File: src/rtl/rng_share_pkg.sv
// Shared types and width helpers for the RNG share arbiter.
package rng_share_pkg;

    typedef enum logic [1:0] {
        ST_OFF  = 2'd0,
        ST_WARM = 2'd1,
        ST_RUN  = 2'd2
    } state_t;

    localparam int BIT_DEF   = 512;
    localparam int OUT_W_DEF = 32;
    localparam int SLICES    = BIT_DEF / OUT_W_DEF;

    function automatic int slices_of(input int bit_w, input int out_w);
        return bit_w / out_w;
    endfunction

    // Bits needed to hold values 0..n-1, never less than one bit.
    function automatic int clog2_min1(input int n);
        return (n > 2) ? $clog2(n) : 1;
    endfunction

    function automatic int ptr_w(input int slices);
        return clog2_min1(slices);
    endfunction

    function automatic int left_w(input int slices);
        return clog2_min1(slices + 1);
    endfunction

    function automatic int per_w(input int period);
        return clog2_min1(period);
    endfunction

    function automatic int warm_w(input int warmup);
        return clog2_min1(warmup + 1);
    endfunction

    function automatic int idx_w(input int nreq);
        return clog2_min1(nreq);
    endfunction

endpackage

File: src/rtl/rr_arbiter.sv
// Round-robin picker: combinational one-hot pick, registered last-grant pointer.
import rng_share_pkg::*;

module rr_arbiter #(
    parameter int NREQ = 4
) (
    input  logic            clk,
    input  logic            rstn,
    input  logic [NREQ-1:0] req,
    input  logic            advance,
    output logic [NREQ-1:0] pick,
    output logic            any
);

    localparam int IDX_W = idx_w(NREQ);

    logic [IDX_W-1:0] last_gnt;
    logic [IDX_W-1:0] pick_idx;
    logic             found;
    int               idx;

    // Scan requesters starting one past the last winner.
    always_comb begin
        pick_idx = '0;
        found    = 1'b0;
        idx      = 0;
        for (int k = 1; k <= NREQ; k++) begin
            idx = (int'(last_gnt) + k) % NREQ;
            if (!found && req[idx[IDX_W-1:0]]) begin
                found    = 1'b1;
                pick_idx = idx[IDX_W-1:0];
            end
        end
    end

    assign any  = found;
    assign pick = found ? (NREQ'(1) << pick_idx) : '0;

    // Pointer starts at the last requester so the first grant goes to requester 0.
    always_ff @(posedge clk or negedge rstn) begin
        if (!rstn) begin
            last_gnt <= IDX_W'(NREQ - 1);
        end else if (advance) begin
            last_gnt <= pick_idx;
        end
    end

endmodule

File: src/rtl/rng_share_arbiter.sv
// Sequences the LFSR generator, discards warm-up words and deals out
// OUT_W-bit slices of each fresh word to requesters round-robin.
import rng_share_pkg::*;

module rng_share_arbiter #(
    parameter int BIT        = 512,
    parameter int OUT_W      = 32,
    parameter int NREQ       = 4,
    parameter int RND_PERIOD = 33,
    parameter int WARMUP     = 1
) (
    input  logic             clk,
    input  logic             rstn,
    input  logic             en,
    output logic             gen_rstn,
    input  logic [BIT-1:0]   rnd,
    input  logic [NREQ-1:0]  req,
    output logic [NREQ-1:0]  gnt,
    output logic [OUT_W-1:0] rdata,
    output logic             rvalid,
    output logic             ready
);

    localparam int N_SLICES = slices_of(BIT, OUT_W);
    localparam int PTR_W    = ptr_w(N_SLICES);
    localparam int LEFT_W   = left_w(N_SLICES);
    localparam int PER_W    = per_w(RND_PERIOD);
    localparam int WARM_W   = warm_w(WARMUP);

    state_t            state;
    logic              gen_rstn_reg;
    logic [PER_W-1:0]  per_cnt;
    logic              fresh;
    logic [WARM_W-1:0] warm_cnt;
    logic [BIT-1:0]    word_q;
    logic [LEFT_W-1:0] slices_left;
    logic [PTR_W-1:0]  slice_ptr;
    logic [NREQ-1:0]   gnt_reg;
    logic [OUT_W-1:0]  rdata_reg;
    logic              rvalid_reg;
    logic [NREQ-1:0]   pick;
    logic              any;
    logic              issue;

    // A grant is only issued outside fresh cycles, while slices remain and en holds.
    assign issue = (state == ST_RUN) && en && !fresh && (slices_left != '0) && any;

    rr_arbiter #(.NREQ(NREQ)) u_rr (
        .clk     (clk),
        .rstn    (rstn),
        .req     (req),
        .advance (issue),
        .pick    (pick),
        .any     (any)
    );

    // Mirror the generator's update timing; fresh marks the cycle after an update.
    always_ff @(posedge clk or negedge rstn) begin
        if (!rstn) begin
            per_cnt <= '0;
            fresh   <= 1'b0;
        end else if (!gen_rstn_reg) begin
            per_cnt <= '0;
            fresh   <= 1'b0;
        end else begin
            fresh   <= (per_cnt == PER_W'(RND_PERIOD - 1));
            per_cnt <= (per_cnt == PER_W'(RND_PERIOD - 1)) ? '0 : per_cnt + PER_W'(1);
        end
    end

    // Sequencing FSM with registered grant outputs.
    always_ff @(posedge clk or negedge rstn) begin
        if (!rstn) begin
            state        <= ST_OFF;
            gen_rstn_reg <= 1'b0;
            warm_cnt     <= '0;
            word_q       <= '0;
            slices_left  <= '0;
            slice_ptr    <= '0;
            gnt_reg      <= '0;
            rdata_reg    <= '0;
            rvalid_reg   <= 1'b0;
        end else begin
            gnt_reg    <= '0;
            rvalid_reg <= 1'b0;
            if (state != ST_OFF && !en) begin
                state        <= ST_OFF;
                gen_rstn_reg <= 1'b0;
                warm_cnt     <= '0;
                slices_left  <= '0;
            end else begin
                case (state)
                    ST_OFF: begin
                        gen_rstn_reg <= 1'b0;
                        warm_cnt     <= '0;
                        slices_left  <= '0;
                        if (en) begin
                            gen_rstn_reg <= 1'b1;
                            state        <= ST_WARM;
                        end
                    end
                    ST_WARM: begin
                        if (fresh) begin
                            warm_cnt <= warm_cnt + WARM_W'(1);
                            if (32'(warm_cnt) + 1 >= WARMUP) begin
                                state <= ST_RUN;
                            end
                        end
                    end
                    ST_RUN: begin
                        if (fresh) begin
                            word_q      <= rnd;
                            slices_left <= LEFT_W'(N_SLICES);
                            slice_ptr   <= '0;
                        end else if (issue) begin
                            gnt_reg     <= pick;
                            rvalid_reg  <= 1'b1;
                            rdata_reg   <= word_q[int'(slice_ptr)*OUT_W +: OUT_W];
                            slices_left <= slices_left - LEFT_W'(1);
                            if (slice_ptr != PTR_W'(N_SLICES - 1)) begin
                                slice_ptr <= slice_ptr + PTR_W'(1);
                            end
                        end
                    end
                    default: state <= ST_OFF;
                endcase
            end
        end
    end

    assign gen_rstn = gen_rstn_reg;
    assign gnt      = gnt_reg;
    assign rdata    = rdata_reg;
    assign rvalid   = rvalid_reg;
    assign ready    = (state == ST_RUN) && (slices_left != '0);

endmodule

File: config.mk
export PLATFORM = sky130hd
export DESIGN_NAME = rng_share_arbiter
export DESIGN_NICKNAME = d
export VERILOG_FILES = /design/src/rtl/rng_share_pkg.sv /design/src/rtl/rr_arbiter.sv /design/src/rtl/rng_share_arbiter.sv
export SDC_FILE = /design/constraint.sdc
export NUM_CORES = 1
export LEC_CHECK = 0
export CAP_MARGIN = 40
export CORE_AREA = 3 3 230 232
export DETAILED_ROUTE_END_ITERATION = 10
export DIE_AREA = 0 0 233 235
export PLACE_DENSITY = 0.78
export SYNTH_ARGS = -nofsm -noshare
export SYNTH_HDL_FRONTEND = slang
export SYNTH_SLANG_ARGS = --single-unit
File: constraint.sdc
create_clock -name clk -period 3.95 [get_ports clk]
set_input_delay 0.9875 -clock clk [delete_from_list [all_inputs] [get_ports clk]]
set_output_delay 0.9875 -clock clk [all_outputs]
set_load 0.01 [all_outputs]
# After elaboration in Yosys (flattened, before gate mapping)
# Index checks and enable logic that the tools add are counted.
[totals] regBits=571 out_inout_bits=39 word_cells=113
[classes] n_addsub=9 magnitude_cmp=5 n_eq_ne=9 shift=2 mux=46 n_bitwise=2 n_reduce_logical=28
[op_table] operator="$shiftx A512 B10 Y32" count=1
[op_table] operator="$mux W4" count=8
[op_table] operator="$mux W1" count=18
[op_table] operator="$mux W2" count=8
[op_table] operator="$mux W5" count=3
[op_table] operator="$lt A2 B3 Y1 const B" count=4
[op_table] operator="$mux W6" count=2
[op_table] operator="$reduce_and A4 Y1" count=3
[op_table] operator="$pmux W5 S2" count=1
[op_table] operator="$logic_and A1 B1 Y1" count=9
[op_table] operator="$ne A3 B3 Y1 const B" count=3
[op_table] operator="$bmux W1 S2" count=4
[op_table] operator="$reduce_bool A2 Y1" count=4
[op_table] operator="$add A6 B1 Y6 const B" count=1
[op_table] operator="$eq A6 B6 Y1 const B" count=1
[op_table] operator="$pmux W2 S3" count=1
[op_table] operator="$reduce_bool A3 Y1" count=2
[op_table] operator="$logic_not A1 Y1" count=5
[op_table] operator="$reduce_bool A5 Y1" count=1
[op_table] operator="$sub A5 B1 Y5 const B" count=1
[op_table] operator="$add A2 B1 Y2 const B" count=2
[op_table] operator="$add A2 B2 Y2 const B" count=2
[op_table] operator="$add A4 B1 Y4 const B" count=1
[op_table] operator="$ne A4 B3 Y1 const B" count=1
[op_table] operator="other kinds (13)" count=15

# Longest topological paths before layout
[depth] word_depth=19 ltp_mapped=8 ltp_nobuf=7

# Modules after synthesis
# From an unflattened synthesis, not the netlist that was laid out.
[unflattened] hier_cells=1556 hier_area_um2=25351.8
[modules_own_cells] module="rng_share_arbiter" n_inst=1 cells_per_inst=1531 area_each_um2=25145.4 seq_area_each_um2=14213.6
[modules_own_cells] module="rr_arbiter" n_inst=1 cells_per_inst=25 area_each_um2=206.4 seq_area_each_um2=52.6

# Worst setup path after synthesis
# No wires, ideal clock.
[synth_path] kind="reg-to-output" startpoint="register slices_left[0]" endpoint="output ready" arrival_ns=1.350 required_ns=2.963 slack_ns=1.612 path_stages_with_launch=6 path_cell_list="dfrtp_1 inv_1 ha_1 or4b_1 clkbuf_1 and3b_1"
[synth_via] elab_chain_len=2
[synth_rtl] item="start: declaration" line_no="rng_share_arbiter.sv:36" text="logic [LEFT_W-1:0] slices_left;"
[synth_rtl] item="start signal: assignment" line_no="rng_share_arbiter.sv:113" text="slices_left <= LEFT_W'(N_SLICES);"
[synth_rtl] item="start signal: assignment" line_no="rng_share_arbiter.sv:119" text="slices_left <= slices_left - LEFT_W'(1);"
[synth_rtl] item="$reduce_bool A5 Y1" line_no="rng_share_arbiter.sv:135" text="assign ready = (state == ST_RUN) && (slices_left != '0);"
[synth_rtl] item="$logic_and A1 B1 Y1" line_no="rng_share_arbiter.sv:135"
[synth_rtl] item="end: declaration" line_no="rng_share_arbiter.sv:21" text="output logic ready"
# Every way passes these cells.

# Worst setup path after layout
# Ends and elaborated chain as after synthesis.

==> results.tsv <==
stage	metric	value	unit
grt	first-pass GRT wire length	106600	um
cells_and_area	Post-Route Utilization	0.6615	
placement	placed inst area	0.03179	mm^2
logic_synthesis	Syn Area/Cell	16.14	um^2
placement	GPL Wtd Cong	0.8383	
route	routed length per instance	24.91	um
sta	Slew @ Worst Pin	762.2	ps
flow_run	MaxCap Viol Count	0	
placement	Setup Slack @ Placement	762.7	ps
run_status	status	completed	
cells_and_area	max reg flops	512	
sta	clock skew	17.89	ps
power_and_ir_drop	Logic pwr share	0.057	
critical_path	R2R depth	6	
power_and_ir_drop	switching power	2.518	mW
power_and_ir_drop	Reg power frac	0.476	
clock_tree	Sink Count	570	
logic_synthesis	Synth warnings	0	
sta	Tmin final	3542	ps
logic_synthesis	Post-synth EDFFs	0	
die	Die Width	233	um
sta	Slew HR	0.4854	
critical_path	largest fanout on the critical path	6	
route	final antenna-violating net count	0	
critical_path	RR Endpoint	rdata[28]	
cells_and_area	Syn-to-layout area delta	33.28	%
cells_and_area	final instance area	0.03387	mm^2
logic_synthesis	post-synthesis cell count	1574	
logic_synthesis	Synth area leader	dfrtp_1	
power_and_ir_drop	pwr/cell area	362.6	mW/mm^2
logic_synthesis	synthesized cell area	0.02541	mm^2
clock_tree	CTS buffer count	59	
placement	detailed placer's ending HPWL	52910	um
logic_synthesis	Most used DFF post-synth	dfrtp_1	
die	I/O pin cnt	558	
power_and_ir_drop	clock network power share	0.467	
sta	WHS	337.3	ps
logic_synthesis	largest cells by area after synthesis	dfrtp_1 56%, mux2_2 23%, mux4_2 11%	
sta	Peak Freq	0.2823	GHz
hold_path	worst hold path type	in2async	
critical_path	crit path kind	reg2out	
critical_path	worst path cell trace	inv_1, ha_1, or4b_1, and3b_1, clkdlybuf4s50_1	
grt	Tot GR Track Use	0.2596	
die	full die area	0.05476	mm^2
placement	Port Buffers	557	
critical_path	flop2flop setup slack	1290	ps
sta	# setup viols final	0	
clock_tree	worst skew pair latency	610	ps
power_and_ir_drop	leak pwr	16.05	nW
clock_tree	hold_buf cts	0	
sta	RSZ-0062 raised after global routing	false	
grt	antenna violations before repair	35	
critical_path	Slowest-stage cell, CP	or4b_1	
die	# rows	83	
logic_synthesis	synth unique cells	43	
grt	vias in the first global route	17460	
cells_and_area	commonest non-fill, non-tap cell in the layout	dfrtp_1	
sta	Hold Vio Cnt, Final	0	
cells_and_area	Nets	2649	
clock_tree	post-CTS sizing	0	
power_and_ir_drop	switch share	0.2051	
critical_path	Critical Path Sink Type	output pin	
power_and_ir_drop	Peak supply drop	0.3475	mV
power_and_ir_drop	Pint	9.762	mW
cells_and_area	share of cells above drive strength 1	0.3707	
logic_synthesis	sequential area share after synthesis	0.5614	
clock_tree	CTS tree	built	
route	Remaining DRCs	0	
route	Vias	15940	
critical_path	Worst R2R Start	slice_ptr[0]	
route	number of DRC markers in iteration 0	874	
logic_synthesis	share of the synthesized area in the top cell type	0.5594	
logic_synthesis	share of synthesized registers carrying an async set or reset	1.000	
route	via/cell ratio	5.549	
grt	GRT Residual Overflow	0	
critical_path	CP required	2960	ps
sta	setup_tns	0	ps
sta	Final WS setup	408.2	ps
clock_tree	Bufs on Longest Clock Path	3	
sta	Tcrit/Tclk final	0.8967	
logic_synthesis	Seq cells post-synth	570	
grt	pin count of the biggest net entering global routing	113	
clock_tree	Clock transition at path regs	60	ps
route	routed wire length	71540	um
critical_path	WP data arrival	2550	ps
clock_tree	Clock Tree Root	clkbuf_16	
critical_path	Worst path max stage delay	580	ps
logic_synthesis	syn nets	2098	
route	drt pass-1 iters	5	
cells_and_area	most frequent cells in the layout	564 x dfrtp_1, 556 x clkdlybuf4s50_1, 522 x mux2_2	
die	Die Span Y	235	um
clock_tree	post-CTS setup buffer count	0	
die	Starting Density	0.4963	
die	core outline area	0.05120	mm^2
clock_tree	H-tree depth	2	
sta	Pins Over Slew Limit	0	
critical_path	nature of the critical path startpoint	register	
==> power groups by stage <==
stage | clock (mW) | combinational, mW | sequential (mW)
2_1_floorplan | 0 | 0.0172 | 5.95
3_3_place_gp | 0 | 0.697 | 5.95
3_5_place_dp | 0 | 0.706 | 5.95
4_1_cts | 5.86 | 0.711 | 5.85
5_1_grt | 6.08 | 0.752 | 5.84
6_report | 5.74 | 0.698 | 5.85
==> Yosys cell counts, types with 13 or more instances <==
cell and number:
mux2_2 522, mux4_2 128, a211o_1 23, buf_2 70, nor2b_1 27, dfrtp_1 568
a22o_1 24, mux2i_1 43, a21oi_1 25, clkbuf_1 27, o21ai_0 13, nor2_1 13
nand2_1 14
==> per-stage QoR <==
stage	std cells	total power, mW
global route	2867	12.67
global placement	2743	6.649
CTS	2854	12.42
floorplan	1574	5.970
finish	2872	12.28
detailed placement	2744	6.659
==> worst max-delay path: cells and delay by family, from the launching register on <==
| kind | cells | cell delay [ps] |
|---|---|---|
| buf+inv | 2 | 580 |
| fa+ha+maj | 1 | 130 |
| flops | 1 | 410 |
| simple gates | 2 | 830 |
==> per-layer routing <==
metal	vias up	GRT usage	routed length [um]
li1	6980	-	-
met1	8262	0.3371	29220
met2	531	0.4134	33870
met3	129	0.08572	6164
met4	36	0.08585	2035
met5	-	0	246
==> layout make-up <==
class                   count  area, um^2
clock inverters            17       187.7
well taps                 680       850.8
inverters                   8       30.03
clock buffers              93        1847
flip-flops and latches    570       14280
diodes                     18       45.04
multi-input cells         882       10480
repair buffers            604        6146
fillers                  3647       17330
==> how the worst max path moves through the flow <==
stage,slack [ps],start,end,cells past startpoint
floorplan,1610,slices_left[0],ready,5
global placement,840,req[1],rdata[1],6
detailed placement,760,req[1],rdata[4],6
CTS,370,slices_left[0],ready,5
global route,330,slices_left[1],ready,5
finish,410,slices_left[0],ready,5
==> logic make-up after synthesis <==
family	count (synthesis)	share of synthesized area
buffers and inverters	122	0.02664
AND/OR/NAND/NOR	80	0.01778
XOR/XNOR	7	0.002413
flip-flops	570	0.5614
multiplexers	694	0.3622
AO/OA/AOI/OAI	96	0.02713
adder cells (fa/ha/maj)	5	0.002462
Power figures use the tool's default switching activity.
